## config.mk

```make
export PLATFORM = sky130hd
export DESIGN_NAME = bldc_setpoint_sequencer
export DESIGN_NICKNAME = d
export VERILOG_FILES = /design/src/rtl/bldc_seq_pkg.sv /design/src/rtl/bldc_seq_ramp_gen.sv /design/src/rtl/bldc_setpoint_sequencer.sv
export SDC_FILE = /design/constraint.sdc
export NUM_CORES = 1
export LEC_CHECK = 0
export ABC_AREA = 1
export ABC_CLOCK_PERIOD_IN_PS = 5280
export BUFFER_PORTS_ARGS = -buffer_cell sky130_fd_sc_hd__buf_2
export CAP_MARGIN = 5
export CELL_PAD_IN_SITES_DETAIL_PLACEMENT = 2
export CELL_PAD_IN_SITES_GLOBAL_PLACEMENT = 2
export CORE_UTILIZATION = 33
export DETAILED_ROUTE_END_ITERATION = 10
export GPL_TIMING_DRIVEN = 0
export PLACE_DENSITY_LB_ADDON = 0.15
export SYNTH_ARGS = -nofsm -noshare
export SYNTH_HDL_FRONTEND = slang
export SYNTH_SLANG_ARGS = --single-unit
```

## constraint.sdc

```tcl
create_clock -name clk -period 5.28 [get_ports clk]
set_input_delay 1.056 -clock clk [delete_from_list [all_inputs] [get_ports clk]]
set_output_delay 1.056 -clock clk [all_outputs]
set_load 0.03 [all_outputs]
```

## src/rtl/bldc_seq_pkg.sv

```systemverilog
// Shared types and constants for the BLDC setpoint sequencer.
// Holds the state encoding, the reverse-period limit, the ramp step and the default tick divider.
package bldc_seq_pkg;

    typedef enum logic [2:0] {
        ST_IDLE  = 3'd0,
        ST_ARM   = 3'd1,
        ST_RAMP  = 3'd2,
        ST_RUN   = 3'd3,
        ST_STOP  = 3'd4,
        ST_FAULT = 3'd5
    } state_t;

    localparam int unsigned REV_LIMIT    = 32766;
    localparam int          DEF_TICK_DIV = 65;
    localparam int          RAMP_STEP    = 256;

endpackage

```

## src/rtl/bldc_seq_ramp_gen.sv

```systemverilog
// Saturating magnitude stepper: moves cur one step toward tgt on strobe, never overshooting.
// The same instance serves acceleration in RAMP and deceleration in STOP.
module bldc_ramp_gen #(
    parameter int W = 16
) (
    input  logic [W-1:0] cur,
    input  logic [W-1:0] tgt,
    input  logic [W-1:0] step,
    input  logic         strobe,
    output logic [W-1:0] next,
    output logic         at_target
);

    always_comb begin
        next = cur;
        if (strobe) begin
            // Differences are taken in the safe direction only, so nothing wraps.
            if (cur > tgt) begin
                next = ((cur - tgt) > step) ? (cur - step) : tgt;
            end else if (cur < tgt) begin
                next = ((tgt - cur) > step) ? (cur + step) : tgt;
            end
        end
    end

    assign at_target = (cur == tgt);

endmodule

```

## src/rtl/bldc_setpoint_sequencer.sv

```systemverilog
// Startup/stop sequencer in front of the BLDC ESC: tuner reset, enable, ramped period, run.
// Define BLDC_SEQ_STALL_WATCHDOG_EN to add the encoder stall watchdog and the FAULT path.
module bldc_setpoint_sequencer
    import bldc_seq_pkg::*;
#(
    parameter int                    DATA_WIDTH   = 16,
    parameter int                    TICK_DIV     = DEF_TICK_DIV,
    parameter int                    RAMP_DIV     = 16,
    parameter logic [DATA_WIDTH-1:0] START_PERIOD = DATA_WIDTH'(30000),
    parameter int                    ARM_TICKS    = 4,
    parameter int                    STALL_TICKS  = 4096
) (
    input  logic                  clk,
    input  logic                  reset,
    input  logic                  start,
    input  logic                  stop,
    input  logic                  clear_fault,
    input  logic [DATA_WIDTH-1:0] target_period,
    input  logic                  target_dir,
    input  logic [2:0]            pid_select,
    input  logic                  encoder_a,
    output logic                  pwm_en,
    output logic [DATA_WIDTH-1:0] period_reference,
    output logic [3:0]            tunerreset_autotune,
    output logic                  busy,
    output logic                  fault,
    output logic [2:0]            state_o
);

    localparam int TW = $clog2(TICK_DIV + 1);
    localparam int RW = $clog2(RAMP_DIV + 1);
    localparam int AW = $clog2(ARM_TICKS + 1);
    localparam int SW = $clog2(STALL_TICKS + 1);
    localparam logic [TW-1:0]         TICK_LAST  = TW'(TICK_DIV - 1);
    localparam logic [RW-1:0]         RAMP_LAST  = RW'(RAMP_DIV - 1);
    localparam logic [AW-1:0]         ARM_LAST   = AW'(ARM_TICKS - 1);
    localparam logic [SW-1:0]         STALL_LAST = SW'(STALL_TICKS);
    localparam logic [DATA_WIDTH-1:0] LP_REV_LIM = DATA_WIDTH'(REV_LIMIT);
    localparam logic [DATA_WIDTH-1:0] LP_STEP    = DATA_WIDTH'(RAMP_STEP);

    state_t                r_state, w_state_next;
    logic [DATA_WIDTH-1:0] r_mag, w_mag_next, w_tgt, w_ramp_tgt, w_ramp_next;
    logic [TW-1:0]         r_tick_cnt;
    logic [RW-1:0]         r_ramp_cnt;
    logic [AW-1:0]         r_arm_cnt;
    logic [2:0]            r_enc_sync;
    logic                  r_restart, w_restart_next, r_dir_q;
    logic                  w_tick, w_strobe, w_arm_done, w_at_target, w_dir_chg;
    logic                  w_enc_rise, w_stall, w_entering, w_ramping;
    logic                  r_pwm_en, r_busy, r_fault;
    logic [DATA_WIDTH-1:0] r_period_ref;
    logic [3:0]            r_tuner;

    function automatic logic [DATA_WIDTH-1:0] clamp_tgt(input logic [DATA_WIDTH-1:0] t);
        if (t == '0) begin
            return DATA_WIDTH'(1);
        end else if (t > LP_REV_LIM) begin
            return LP_REV_LIM;
        end
        return t;
    endfunction

    assign w_tgt      = clamp_tgt(target_period);
    assign w_ramp_tgt = (r_state == ST_STOP) ? START_PERIOD : w_tgt;
    assign w_ramping  = (r_state == ST_RAMP) || (r_state == ST_STOP);
    assign w_entering = (w_state_next != r_state);
    assign w_tick     = (r_tick_cnt == TICK_LAST);
    assign w_strobe   = w_ramping && w_tick && (r_ramp_cnt == RAMP_LAST);
    assign w_arm_done = w_tick && (r_arm_cnt == ARM_LAST);
    assign w_dir_chg  = (target_dir != r_dir_q);
    assign w_enc_rise = r_enc_sync[1] & ~r_enc_sync[2];

    bldc_ramp_gen #(.W(DATA_WIDTH)) u_ramp (
        .cur       (r_mag),
        .tgt       (w_ramp_tgt),
        .step      (LP_STEP),
        .strobe    (w_strobe),
        .next      (w_ramp_next),
        .at_target (w_at_target)
    );

    always_comb begin
        w_state_next   = r_state;
        w_mag_next     = r_mag;
        w_restart_next = r_restart;
        case (r_state)
            ST_IDLE: begin
                w_mag_next = START_PERIOD;
                if (!stop && (start || r_restart)) w_state_next = ST_ARM;
            end
            ST_ARM: begin
                w_restart_next = 1'b0;
                if (stop)            w_state_next = ST_IDLE;
                else if (w_arm_done) w_state_next = ST_RAMP;
            end
            ST_RAMP, ST_RUN: begin
                if (r_state == ST_RAMP) w_mag_next = w_ramp_next;
                if (w_stall) begin
                    w_state_next = ST_FAULT;
                end else if (stop) begin
                    w_state_next   = ST_STOP;
                    w_restart_next = 1'b0;
                end else if (w_dir_chg) begin
                    // Reversal always passes through a full stop, then re-arms by itself.
                    w_state_next   = ST_STOP;
                    w_restart_next = 1'b1;
                end else if (r_state == ST_RAMP && w_at_target) begin
                    w_state_next = ST_RUN;
                end else if (r_state == ST_RUN && !w_at_target) begin
                    w_state_next = ST_RAMP;
                end
            end
            ST_STOP: begin
                w_mag_next = w_ramp_next;
                if (stop) w_restart_next = 1'b0;
                if (w_stall)          w_state_next = ST_FAULT;
                else if (w_at_target) w_state_next = ST_IDLE;
            end
            ST_FAULT: begin
                if (clear_fault) w_state_next = ST_IDLE;
            end
            default: w_state_next = ST_IDLE;
        endcase
    end

    always_ff @(posedge clk) begin
        if (reset) begin
            r_state      <= ST_IDLE;
            r_mag        <= START_PERIOD;
            r_tick_cnt   <= '0;
            r_ramp_cnt   <= '0;
            r_arm_cnt    <= '0;
            r_restart    <= 1'b0;
            r_dir_q      <= 1'b0;
            r_enc_sync   <= '0;
            r_pwm_en     <= 1'b0;
            r_busy       <= 1'b0;
            r_fault      <= 1'b0;
            r_period_ref <= '0;
            r_tuner      <= 4'b1000;
        end else begin
            r_state    <= w_state_next;
            r_mag      <= w_mag_next;
            r_restart  <= w_restart_next;
            r_dir_q    <= target_dir;
            r_enc_sync <= {r_enc_sync[1:0], encoder_a};
            r_tick_cnt <= w_tick ? '0 : r_tick_cnt + 1'b1;
            if (w_entering || !w_ramping) r_ramp_cnt <= '0;
            else if (w_strobe)            r_ramp_cnt <= '0;
            else if (w_tick)              r_ramp_cnt <= r_ramp_cnt + 1'b1;
            if (w_entering || r_state != ST_ARM) r_arm_cnt <= '0;
            else if (w_tick)                     r_arm_cnt <= r_arm_cnt + 1'b1;
            // Outputs follow the next state so every output moves on the same clk as the state.
            r_pwm_en <= (w_state_next inside {ST_RAMP, ST_RUN, ST_STOP});
            r_busy   <= !(w_state_next inside {ST_IDLE, ST_FAULT});
            r_fault  <= (w_state_next == ST_FAULT);
            r_tuner  <= {(w_state_next inside {ST_IDLE, ST_ARM, ST_FAULT}), pid_select};
            if (w_state_next inside {ST_IDLE, ST_FAULT}) r_period_ref <= '0;
            else if (target_dir)                         r_period_ref <= ~w_mag_next + 1'b1;
            else                                         r_period_ref <= w_mag_next;
        end
    end

`ifdef BLDC_SEQ_STALL_WATCHDOG_EN
    logic [SW-1:0] r_stall_cnt;

    always_ff @(posedge clk) begin
        if (reset) begin
            r_stall_cnt <= '0;
        end else if (!(r_state inside {ST_RAMP, ST_RUN, ST_STOP}) || w_enc_rise ||
                     (w_state_next == ST_RAMP && r_state != ST_RAMP)) begin
            r_stall_cnt <= '0;
        end else if (w_tick && !w_stall) begin
            r_stall_cnt <= r_stall_cnt + 1'b1;
        end
    end

    assign w_stall = (r_stall_cnt == STALL_LAST);
`else
    logic w_unused;
    assign w_stall  = 1'b0;
    assign w_unused = ^{w_enc_rise, STALL_LAST};
`endif

    assign pwm_en              = r_pwm_en;
    assign period_reference    = r_period_ref;
    assign tunerreset_autotune = r_tuner;
    assign busy                = r_busy;
    assign fault               = r_fault;
    assign state_o             = r_state;

endmodule
```

Word level (Yosys, flattened, before mapping)
Index checks and enable logic that the tools add are counted.
{ "totals": {"register_bits": 59, "latchBits": 0, "ramBits": 0, "romBits": 0, "input_bits": 26, "n_memories": 0} }
{ "op_classes": {"addsub": 8, "multipliers": 0, "div": 0, "magnitude_cmp": 5, "n_eq_ne": 19, "n_shift": 0, "n_mux": 28, "n_bitwise": 1, "reduce_logical": 27} }
{ "ops": {"columns": ["op", "count"], "rows": [
  ["16-bit two-way mux", 11],
  ["16-bit one-hot mux with 3 select lines", 1],
  ["16-bit by 9-bit > comparator with 1-bit output (second input constant)", 2],
  ["16-bit subtractor", 2],
  ["3-bit two-way mux", 9],
  ["16-bit by 1-bit adder with 16-bit output (second input constant)", 1],
  ["16-bit by 9-bit adder with 16-bit output (second input constant)", 1],
  ["16-bit equality test", 1],
  ["16-bit by 15-bit > comparator with 1-bit output (second input constant)", 1],
  ["16-bit > comparator", 1],
  ["16-bit zero test", 1],
  ["16-bit less-than comparator", 1],
  ["16-bit inverter", 1],
  ["16-bit by 9-bit subtractor with 16-bit output (second input constant)", 1],
  ["3-bit by 2-bit equality test with 1-bit output (second input constant)", 5],
  ["3-bit one-hot mux with 5 select lines", 1],
  ["3-bit equality test (second input constant)", 4],
  ["3-bit nonzero test", 3],
  ["2-bit OR reduction", 4],
  ["7-bit by 1-bit adder with 7-bit output (second input constant)", 1],
  ["7-bit equality test (second input constant)", 1],
  ["3-bit by 1-bit equality test with 1-bit output (second input constant)", 2],
  ["1-bit logical AND", 6],
  ["3-bit zero test", 2],
  ["other kinds (15)", 25]
]} }

Depth between registers and ports, before layout
{ "logic_depth": {"depth_word": 16, "depth_mapped": 40} }

Cells and area by module
Synthesis repeated with hierarchy kept, for this count alone.
{ "hier_totals": {"cells_unflattened": 1352, "area_unflattened_um2": 8262.9} }
{ "by_module_without_submodules": {"columns": ["mod", "instances", "cells_each", "area_per_inst_um2"], "rows": [
  ["bldc_ramp_gen", 1, 892, 5196.2],
  ["bldc_setpoint_sequencer", 1, 460, 3066.7]
]} }

Worst setup path after synthesis
Ideal clock, no wire load.
{ "synth_path": {"kind": "in2reg", "from": "input port target_period[0]", "to": "register r_period_ref[14], in the netlist period_reference[14]", "setup_time_ps": 113, "t_arrival_ps": 4833, "slack_ps": 334, "path_stages": 28, "n_path_buf": 1, "path_cell_list": "or2_2 nor4_1 nor2_1 a21oi_1 inv_1 ha_1 a21oi_1 o21ai_1 a21oi_1 o21ai_1 a21oi_2 nor2_1 inv_1 buf_2 nand3_1 nand2_1 nand2_1 nand2_1 nand2_1 inv_1 ha_1 nand2_1 nor2_2 nand2_1 nand2_2 nand3_1 nor2_1 nor2_1"} }
{ "synth_between": {"elab_chain_len": 16, "elab_cells_between_ends": 37, "classes_between": "add/sub: 3; order compare: 5; eq/ne: 2; mux: 19; bitwise: 1; reduce/logical: 7"} }
{ "synth_lines": {"columns": ["item", "line", "text"], "rows": [
  ["start, declared", "bldc_setpoint_sequencer.sv:18", "input logic [DATA_WIDTH-1:0] target_period,"],
  ["16-bit by 15-bit > comparator with 1-bit output", "bldc_setpoint_sequencer.sv:57", "end else if (t > LP_REV_LIM) begin"],
  ["1-bit two-way mux", "bldc_setpoint_sequencer.sv:57", null],
  ["1-bit two-way mux", "bldc_setpoint_sequencer.sv:55", "if (t == '0) begin"],
  ["16-bit two-way mux *", "bldc_setpoint_sequencer.sv:60", "return t;"],
  ["16-bit two-way mux *", "bldc_setpoint_sequencer.sv:64", "assign w_ramp_tgt = (r_state == ST_STOP) ? START_PERIOD : w_tgt;"],
  ["16-bit subtractor or 16-bit equality test (tied branches)", "bldc_seq_ramp_gen.sv:21, bldc_seq_ramp_gen.sv:26", null],
  ["16-bit by 9-bit > comparator with 1-bit output or 1-bit zero test (tied branches)", "bldc_seq_ramp_gen.sv:21, bldc_setpoint_sequencer.sv:109", null],
  ["16-bit two-way mux or 1-bit logical AND (tied branches)", "bldc_seq_ramp_gen.sv:21, bldc_setpoint_sequencer.sv:109", null],
  ["16-bit two-way mux or 3-bit two-way mux (tied branches)", "bldc_seq_ramp_gen.sv:20, bldc_setpoint_sequencer.sv:109", null],
  ["16-bit two-way mux or 3-bit two-way mux (tied branches)", "bldc_seq_ramp_gen.sv:18, bldc_setpoint_sequencer.sv:107", null],
  ["16-bit two-way mux or 3-bit two-way mux (tied branches)", "bldc_seq_ramp_gen.sv:16, bldc_setpoint_sequencer.sv:103", null],
  ["16-bit two-way mux or 3-bit two-way mux (tied branches)", "bldc_setpoint_sequencer.sv:97, bldc_setpoint_sequencer.sv:100", null],
  ["16-bit one-hot mux with 3 select lines or 3-bit one-hot mux with 5 select lines (tied branches)", "bldc_setpoint_sequencer.sv:86", "case (r_state)"],
  ["16-bit inverter (tied with other cells)", "bldc_setpoint_sequencer.sv:159", "else if (target_dir) r_period_ref <= ~w_mag_next + 1'b1;"],
  ["16-bit by 1-bit adder with 16-bit output or 2-bit nonzero test (tied branches)", "bldc_setpoint_sequencer.sv:159, bldc_setpoint_sequencer.sv:158", null],
  ["16-bit two-way mux or 2-bit OR reduction (tied branches)", null, null],
  ["end signal, assigned", "bldc_setpoint_sequencer.sv:159", null],
  ["end signal, assigned", "bldc_setpoint_sequencer.sv:160", "else r_period_ref <= w_mag_next;"],
  ["end, declared", "bldc_setpoint_sequencer.sv:51", "logic [DATA_WIDTH-1:0] r_period_ref;"]
]} }
Mark *: on every way between the ends. The rest lies on a longest branch, timed or not.
A chain may end at the register's enable or synchronous reset.

Final worst setup path
{ "layout_path": {"from": "input port target_period[13]", "to": "register r_period_ref[14], in the netlist period_reference[14]"} }
Same word-level chain as after synthesis.

==> results by group <==
Hold path
  – Min-Delay Path Depth: 1
  – Min-Delay Path Class: reg -> reg
  – Worst min-delay path endpoint: r_tick_cnt[0]
  – Hold_sp: r_tick_cnt[0]

Logic synthesis
  – YS warnings: 0
  – Post-Syn Area per Cell: 6.12 sq um
  – Post-synth ARST share: 0%
  – Cell area after synthesis: 5920 sq um
  – Post-synth EDFFs: 0
  – Cell variety after synth: 56
  – Synthesized Nets: 1033
  – Syn Inst Count: about 970
  – Post-synthesis register bit count: 59
  – Register area share after synthesis: 19.9%
  – Top FF cell, synth: dfxtp_1

Routing
  – Final wirelength: 30.6 mm
  – Antenna viol nets, final: 0
  – Vias: 7341
  – DR vias/cell: 5.60
  – Initial drt markers: about 220
  – TritonRoute pass-1 iters: 4
  – Per-cell routed wire length: around 23 um
  – # DRC: 0

Clocking
  – CTS tree: done
  – Clock Pin Slew Worst Setup and Hold Paths: roughly 0.05 ns
  – Clk_lat worst skew: 0.33 ns
  – Root Driver: clkbuf_16
  – CTS buffer count: 9
  – # clock sinks: 59
  – H-tree levels: 3
  – Cts hold-fix bufs: 0
  – Clk buf depth: 2

Die
  – IO Count: 52
  – Core footprint: 17400 sq um
  – Die X: approximately 140 um
  – Rows: 48
  – Die Height: 136 um
  – Initial Util: approximately a third
  – Die area: 18500 sq um

Worst setup path
  – Worst Path Max Fanout: 6
  – CP Launch Type: input pin
  – Crit end category: flip-flop
  – Crit-path max cell delay: 0.33 ns
  – Kind of critical path: in -> reg
  – Reg-to-Reg End: period_reference[14]
  – CP Data Arrival Time: between 5 and 6 ns
  – Critical R2R Launch: state_o[0]
  – Reg2reg path depth: 34
  – Worst endpoint required time: 5.51 ns
  – Slowest cell on crit path: ha_4
  – Most common cell on crit path: nand2_1
  – Reg2Reg Setup Slack: -0.16 ns

Timing
  – Post-route setup slack: -0.314 ns
  – Clock skew: 0.00833 ns
  – F_max: 0.179 GHz
  – Final Hold Viols: 0
  – Min cycle time layout: 5.59 ns
  – Crit share post-route: 106%
  – Fin. max-slew vios: 0
  – Final setup vio count: 13
  – Measured slew at the worst slew-check pin: between 0.6 and 0.7 ns
  – Unrepaired setup endpoints after global routing: true
  – TNS Setup: -3.01 ns
  – Rel. slew slack: between 50% and 60%

Placement
  – Placed cell areas: 6450 sq um
  – I/O Buffers: 50
  – # placed instances: 1243
  – GP Congestion: between 0.8 and 0.9
  – DP HPWL: a little under 20 mm
  – Setup slack at placement: -1.75 ns

Final layout
  – Final Instance Count excl. Fillers: 1312
  – Most common cell after layout, fill and taps aside: nand2_1
  – Total Nets Final: 1147
  – # fillers: just over 2000
  – Layout cells sized above 1: 32.1%
  – Most frequent cells in the layout: nand2_1, inv_1, nor2_1, nand3_1, dfxtp_1
  – Syn-to-layout area delta: 36.7%
  – Antenna diode count: 0
  – Finished Cell Area: 8100 sq um

Global route
  – Largest net degree at the start of global routing: 11
  – Initial antenna violation count: 0
  – Global Route Usage Sum: 28.6%
  – First-pass GRT wire length: 40.5 mm
  – Grt total ovfl: 0
  – Vias in the first global route: 7729

Pwr
  – PD cells: around 180 nW/um^2
  – Leak: between 0.003 and 0.004 uW
  – Maximum VDD drop: 0.000233 V

Job
  – Max-cap violations: 0

Outcome
  – Status: complete, but fails checks
  – Failing checks: negative setup slack
[cell families (layout without fill, tap and decap cells)]
| group | Yosys count | count (layout) | synth area share (%) |
|---|---|---|---|
| other | 1 | 1 | 0.0633 |
| adders and majority gates | 39 | 39 | 8.37 |
| DFF | 59 | 59 | 19.9 |
| buffers and inverters | 167 | 286 | 11.0 |
| and+or+nand+nor | 514 | 514 | 40.0 |
| xor gates and xnor gates | 24 | 24 | 3.55 |
| AOI/OAI and AO/OA | 164 | 164 | 17.1 |
[through the flow]
step	util, %	total power, uW	hold slack, ns
2_1_floorplan	-	696	0.430
3_3_place_gp	37.1	789	0.452
3_5_place_dp	37.1	800	0.458
4_1_cts	42.6	1390	0.472
5_1_grt	46.5	1520	0.484
6_report	46.5	1460	0.463
[power by group]
| part | leakage [uW] | switching, uW | total [uW] | internal [uW] |
|---|---|---|---|---|
| registers | 0.000479 | 7.29 | 464 | 457 |
| logic | 0.00318 | 311 | 470 | 159 |
| clock network | 0.000133 | 201 | 530 | 329 |
| total | 0.00379 | 520 | 1460 | 944 |
[cell type report]
| cell class | count | area, sq um | area share (%) |
|---|---|---|---|
| Multi-Input combinational cell | 742 | 4970 | 61.4 |
| Sequential cell | 59 | 1180 | 14.6 |
| Timing Repair Buffer | 103 | 709 | 8.76 |
| Inverter | 145 | 559 | 6.91 |
| Tap cell | 225 | 282 | 3.48 |
| Clock buffer | 12 | 246 | 3.04 |
| Buffer | 22 | 124 | 1.53 |
| Clock inverter | 4 | 26.3 | 0.325 |
[sequential cells by signal (all words and copies together), names as in the netlist]
register             count
state_o                  3
pwm_en                   1
period_reference        16
tunerreset_autotune      4
r_ramp_cnt               5
r_dir_q                  1
busy                     1
r_restart                1
r_arm_cnt                3
r_mag                   16
fault                    1
r_tick_cnt               7
[worst max path at each step]
stage | startpoint | to | depth (start not counted)
2_1_floorplan | target_period[0] | period_reference[14] | 28
3_5_place_dp | target_period[12] | period_reference[14] | 31
6_report | target_period[13] | period_reference[14] | 34
4_1_cts | target_period[15] | period_reference[15] | 32
5_1_grt | target_period[10] | period_reference[14] | 36
3_3_place_gp | target_period[12] | period_reference[14] | 31
[synthesized netlist by cell type (all sizes together), types with 11 or more instances]
cell type    n  share of area, %
a21oi       71               6.8
clkbuf      15              0.97
dfxtp       59                20
ha          38               8.0
inv        141               9.0
nand2      254                17
nand3       89               8.9
nand4       17               1.9
nor2       114               8.3
nor3        17               1.5
o211ai      11               1.6
o21ai       53               4.6
xor2        22               3.3
[critical path: cells and delay by family]
kind            cells  cell delay (ns)
simple gates       23             2.98
buf+inv             6             0.67
compound gates      3             0.62
fa+ha+maj           2             0.49
[timing repair]
item                                    in CTS  in global routing
setup buffers                               29                 24
endpoints found under the setup margin      38                 16
resized for setup                          106                141
pin swaps                                   46                 72
cloned                                       0                  0
hold endpoints to repair                     0                  0
[per-layer routing]
metal  part of all wire (%)  wire [um]  global-route usage [%]
met3                    2.7        818                    2.65
met2                     53      16200                    55.3
met1                     40      12200                    31.7
met5                      0          0                       0
met4                    4.6       1400                    11.0
Note: power is estimated with default switching activity, not from simulation.
